**src/rtl/ramio_arbiter.sv**
```systemverilog
// ramio_arbiter: shares one ramio client port between the data port (m0) and the fetch port (m1).
// Define RAMIO_ARBITER_ROUND_ROBIN_EN to replace fixed m0 priority with alternating tie-breaks.
module ramio_arbiter #(
    parameter int AddressBitWidth = 32,
    parameter int DataBitWidth    = 32,
    parameter int TimeoutCycles   = 4096
) (
    input  logic                       clk,
    input  logic                       rst,

    input  logic                       m0_req,
    input  logic [2:0]                 m0_read_type,
    input  logic [1:0]                 m0_write_type,
    input  logic [AddressBitWidth-1:0] m0_address,
    input  logic [DataBitWidth-1:0]    m0_data_in,
    output logic [DataBitWidth-1:0]    m0_data_out,
    output logic                       m0_done,
    output logic                       m0_error,

    input  logic                       m1_req,
    input  logic [2:0]                 m1_read_type,
    input  logic [1:0]                 m1_write_type,
    input  logic [AddressBitWidth-1:0] m1_address,
    input  logic [DataBitWidth-1:0]    m1_data_in,
    output logic [DataBitWidth-1:0]    m1_data_out,
    output logic                       m1_done,
    output logic                       m1_error,

    output logic                       ram_enable,
    output logic [2:0]                 ram_read_type,
    output logic [1:0]                 ram_write_type,
    output logic [AddressBitWidth-1:0] ram_address,
    output logic [DataBitWidth-1:0]    ram_data_in,
    input  logic [DataBitWidth-1:0]    ram_data_out,
    input  logic                       ram_data_out_ready,
    input  logic                       ram_busy,

    output logic                       grant,
    output logic                       active
);

    localparam int CountWidth = (TimeoutCycles > 1) ? $clog2(TimeoutCycles) : 1;
    localparam logic [CountWidth-1:0] CountLast =
        (TimeoutCycles > 0) ? CountWidth'(TimeoutCycles - 1) : '0;

    typedef enum logic [1:0] {
        IDLE   = 2'd0,
        ACCESS = 2'd1,
        DONE   = 2'd2
    } state_t;

    state_t                       state_reg;
    logic                         grant_reg;
    logic [2:0]                   read_type_reg;
    logic [1:0]                   write_type_reg;
    logic [AddressBitWidth-1:0]   address_reg;
    logic [DataBitWidth-1:0]      wdata_reg;
    logic [CountWidth-1:0]        count_reg;
    logic [1:0]                   done_reg;
    logic [1:0]                   error_reg;
    logic [DataBitWidth-1:0]      data_out_reg [2];

    logic                         pick_m1;
    logic [2:0]                   sel_read_type;
    logic [1:0]                   sel_write_type;
    logic [AddressBitWidth-1:0]   sel_address;
    logic [DataBitWidth-1:0]      sel_data;
    logic                         complete;
    logic                         timeout_hit;

`ifdef RAMIO_ARBITER_ROUND_ROBIN_EN
    // Starts at 1 so that m0 takes the very first tie.
    logic last_owner_reg;
    assign pick_m1 = m1_req && (!m0_req || !last_owner_reg);
`else
    assign pick_m1 = m1_req && !m0_req;
`endif

    assign sel_read_type  = pick_m1 ? m1_read_type  : m0_read_type;
    assign sel_write_type = pick_m1 ? m1_write_type : m0_write_type;
    assign sel_address    = pick_m1 ? m1_address    : m0_address;
    assign sel_data       = pick_m1 ? m1_data_in    : m0_data_in;

    // Writes finish as soon as ramio is idle; reads also need the data strobe.
    assign complete    = !ram_busy && ((write_type_reg != 2'd0) || ram_data_out_ready);
    assign timeout_hit = (TimeoutCycles != 0) && (count_reg == CountLast);

    always_ff @(posedge clk or posedge rst) begin
        if (rst) begin
            state_reg       <= IDLE;
            grant_reg       <= 1'b0;
            read_type_reg   <= '0;
            write_type_reg  <= '0;
            address_reg     <= '0;
            wdata_reg       <= '0;
            count_reg       <= '0;
            done_reg        <= '0;
            error_reg       <= '0;
            data_out_reg[0] <= '0;
            data_out_reg[1] <= '0;
`ifdef RAMIO_ARBITER_ROUND_ROBIN_EN
            last_owner_reg  <= 1'b1;
`endif
        end else begin
            case (state_reg)
                IDLE: begin
                    if (m0_req || m1_req) begin
                        grant_reg      <= pick_m1;
`ifdef RAMIO_ARBITER_ROUND_ROBIN_EN
                        last_owner_reg <= pick_m1;
`endif
                        write_type_reg <= sel_write_type;
                        read_type_reg  <= (sel_write_type != 2'd0) ? 3'd0 : sel_read_type;
                        address_reg    <= sel_address;
                        wdata_reg      <= sel_data;
                        count_reg      <= '0;
                        if (sel_write_type == 2'd0 && sel_read_type == 3'd0) begin
                            // Null request: answer without touching ramio.
                            data_out_reg[pick_m1] <= '0;
                            done_reg[pick_m1]     <= 1'b1;
                            state_reg             <= DONE;
                        end else begin
                            state_reg <= ACCESS;
                        end
                    end
                end
                ACCESS: begin
                    if (complete) begin
                        if (write_type_reg == 2'd0) begin
                            data_out_reg[grant_reg] <= ram_data_out;
                        end
                        done_reg[grant_reg] <= 1'b1;
                        state_reg           <= DONE;
                    end else if (timeout_hit) begin
                        data_out_reg[grant_reg] <= '1;
                        error_reg[grant_reg]    <= 1'b1;
                        done_reg[grant_reg]     <= 1'b1;
                        state_reg               <= DONE;
                    end else begin
                        count_reg <= count_reg + 1'b1;
                    end
                end
                DONE: begin
                    done_reg  <= '0;
                    error_reg <= '0;
                    count_reg <= '0;
                    state_reg <= IDLE;
                end
                default: state_reg <= IDLE;
            endcase
        end
    end

    // ramio sees the latched request only while ACCESS is active.
    assign ram_enable     = (state_reg == ACCESS);
    assign ram_read_type  = ram_enable ? read_type_reg  : '0;
    assign ram_write_type = ram_enable ? write_type_reg : '0;
    assign ram_address    = ram_enable ? address_reg    : '0;
    assign ram_data_in    = ram_enable ? wdata_reg      : '0;
    assign active         = ram_enable;
    assign grant          = grant_reg;

    assign m0_done     = done_reg[0];
    assign m1_done     = done_reg[1];
    assign m0_error    = error_reg[0];
    assign m1_error    = error_reg[1];
    assign m0_data_out = data_out_reg[0];
    assign m1_data_out = data_out_reg[1];

endmodule

```
**config.mk**
```make
export PLATFORM = sky130hd
export DESIGN_NAME = ramio_arbiter
export DESIGN_NICKNAME = d
export VERILOG_FILES = /design/src/rtl/ramio_arbiter.sv
export SDC_FILE = /design/constraint.sdc
export NUM_CORES = 1
export LEC_CHECK = 0
export ABC_AREA = 1
export CAP_MARGIN = 20
export CORE_MARGIN = 10
export CORE_UTILIZATION = 40
export CTS_CLUSTER_DIAMETER = 200
export CTS_CLUSTER_SIZE = 10
export DETAILED_ROUTE_END_ITERATION = 12
export PLACE_DENSITY = 0.73
export SYNTH_ARGS = -nofsm -noshare
export SYNTH_HDL_FRONTEND = slang
export SYNTH_SLANG_ARGS = --single-unit
```
**constraint.sdc**
```tcl
create_clock -name clk -period 6.5 [get_ports clk]
set_input_delay 0.65 -clock clk [delete_from_list [all_inputs] [get_ports clk]]
set_output_delay 0.65 -clock clk [all_outputs]
set_load 0.05 [all_outputs]
```
==> results_dict.tcl <==
set metrics [dict create \
    status "finished, final reports clean" \
    cts_tree "built" \
    ys_types 29 \
    fin_crit_ps 3690 \
    cp_cell_sequence "inv_2, nand2_4, buf_4, nor2_1, clkdlybuf4s50_1" \
    core_area_um2 21000 \
    fin_tns_setup_ps 0 \
    cts_hold_buf 0 \
    setup-violations-final 0 \
    path_depth 5 \
    maxSlewHeadroom 0.300 \
    rows 53 \
    pre_cts_slack_ps 2400 \
    io_buffer_count 315 \
    crit_start "state_reg[1]$_DFFE_PP0P_" \
    synth-seq-cells 152 \
    wl_per_cell_um 19.5 \
    fill_cells 1891 \
    finalPower_uw 6110 \
    die_h_um 166 \
    rsz0062_at_grt "no" \
    synth_top_area_frac 0.445 \
    fin_ws_ps 2810 \
    final_nets 1601 \
    syn-num-nets 1350 \
    max_freq_mhz 271 \
    drc 0 \
    first_global_vias 8831 \
    wl_um 33400 \
    synth_top_area_cell "dfrtp_1" \
    initial_utilization 0.407 \
    cts_setup_buffers 0 \
    worstSetupStartpointType "register" \
    crit_path_end "ram_data_in[1]" \
    cts_max_path_buffers 2 \
    cp_top_family "buffers and inverters" \
    r2r_end "m1_data_out[8]$_DFFE_PP0P_" \
    clock_latency_ps 430 \
    area_delta_synth_final_pct 44.9 \
    synthCells 1173 \
    slew_violations 0 \
    grt_pass1_wl_um 51800 \
    cts.clk_slew.worst_paths_ps 60 \
    synth_edf_count 0 \
    seq_area_um2 3800 \
    synthesis.area_um2 8550 \
    first_pass_iters 6 \
    io_pins 316 \
    finClkSkew_ps 9.46 \
    pwr-share-clk 0.178 \
    syn_avg_cell_area_um2 7.29 \
    synth.most_common_cell "nand2_1" \
    yosysWarningCount 0 \
    drt_iter0_drc 988 \
    max_stage_delay_ps 770 \
    p_per_area_nw_per_um2 493 \
    switching_share 0.505 \
    grt_overflow 0 \
    cts_htree_levels 4 \
    ant_nets 0 \
    cts_made_buffers 17 \
    r2r-start "state_reg[1]$_DFFE_PP0P_" \
    crit_slowest_cell "clkdlybuf4s50_1" \
    r2r_slack_ps 3210 \
    viasPerCell 5.45 \
    grt_max_degree 98 \
    seq_power_share 0.243 \
    ys_top_cells_by_count "221 x nand2_1, 205 x o21ai_0, 154 x nor2_1" \
    final_hold_viol_count 0 \
    end_kind "primary output" \
    async_reset_ff_frac 1.00 \
    die_x_um 166 \
    postCtsResizedCells 0 \
    track_usage 0.229 \
    tightest_slew_ps 1050 \
    crit_buf_inv 3 \
    maxCapViolCount 0 \
    holdWs_ps 496 \
    hp-class "register to register" \
    cp.arrival_ps 3040 \
    intPower_uw 3030 \
    r2r_cells 9 \
    p_switching_uw 3080 \
    cts_sinks 152 \
    yosys-top-cells-area "dfrtp_1 44%, o21ai_0 12%, nand2_1 9.7%" \
    gp_congestion 0.863 \
    finalCritPeriodShare 0.567 \
    antenna_found_initial 2 \
    pwr-share-comb 0.579 \
    yosysSeqAreaShare 0.445 \
    peakVddDrop_uv 352 \
    vias 9340 \
    p_leak_uw 0.00555 \
    drive_gt1_frac 0.0481 \
    clockRootBuffer "clkbuf_16" \
    synth_top_flop_cell "dfrtp_1" \
    dp_hpwl_um 22900 \
    critPathKind "register to primary output" \
    multi_input_area_um2 3960 \
    crit_fanout 65 \
    die-area_um2 27600 \
    required_ps 5850 \
]
## power groups by stage
stage	clock (uW)	combinational, uW	sequential (uW)
finish	1090	3540	1480
global route	1150	3800	1520
CTS	1100	3540	1480
detailed placement	0	3520	1490
global placement	0	3490	1490
floorplan	0	2080	1850
## area by class of cell
class                      count  share of cell area
antenna                        2            0.000404
clock buffer                  19              0.0349
clock inverter                12              0.0162
inverter                      94              0.0289
multi-input combinational    828               0.320
sequential                   152               0.307
tap                          275              0.0278
timing repair buffer         331               0.265
## cells by family after synthesis
logic type	Yosys count	share of synthesized area
compound gates	317	0.198
xor+xnor	5	0.00512
fa+ha+maj	1	0.00146
buf+inv	193	0.0945
flops	152	0.445
simple gates	505	0.256
## placed cells by master, fill, tap and decap left out, types with 2 or more instances in the layout
cell             synthesis  routed
inv_1                   89      87
clkinv_2                 0       2
xor2_1                   5       5
bufinv_16                0       5
clkbuf_16                0      17
nor2_1                 154     154
nor2_2                   2       2
inv_2                    5       6
clkinvlp_4               0       3
or2_2                    2       2
o21ai_0                205     205
dfrtp_1                152     152
diode_2                  0       2
o22ai_1                 65      65
nand2_1                221     219
nand4_1                 69      69
a21oi_1                 39      38
clkbuf_1                58       2
o21ai_1                  3       3
clkdlybuf4s50_1          0     315
o21a_1                   2       2
a21oi_4                  1       2
nor2_4                   2       2
nand3_1                 48      48
inv_6                    0       2
buf_4                    1      15
nand2_2                  2       3
nand3_2                  3       3
## per-stage QoR
step,cell area [um2],utilization,instances
after floorplan,8550,-,1173
after global placement,11700,0.558,1679
after detailed placement,11700,0.558,1679
after CTS,12400,0.588,1710
after global routing,12400,0.589,1713
final,12400,0.589,1713
## per-layer routing
layer	up-vias	global-route usage	wire (um)
met5	-	0	0
met4	0	0.0778	905
met3	53	0.0535	2160
met2	352	0.379	16600
met1	4495	0.287	13700
li1	4440	-	-
## worst min-delay path by stage
stage / end / startpoint / slack, ps / cells past startpoint
2_1_floorplan: state_reg[1]$_DFFE_PP0P_ / state_reg[1]$_DFFE_PP0P_ / 480 / 1
3_3_place_gp: m1_data_out[7]$_DFFE_PP0P_ / m1_data_out[7]$_DFFE_PP0P_ / 480 / 2
3_5_place_dp: error_reg[0]$_DFFE_PP0P_ / error_reg[0]$_DFFE_PP0P_ / 490 / 1
4_1_cts: error_reg[0]$_DFFE_PP0P_ / error_reg[0]$_DFFE_PP0P_ / 500 / 1
5_1_grt: error_reg[0]$_DFFE_PP0P_ / error_reg[0]$_DFFE_PP0P_ / 520 / 1
6_report: error_reg[0]$_DFFE_PP0P_ / error_reg[0]$_DFFE_PP0P_ / 500 / 1
(Power assumes the default switching activity.)
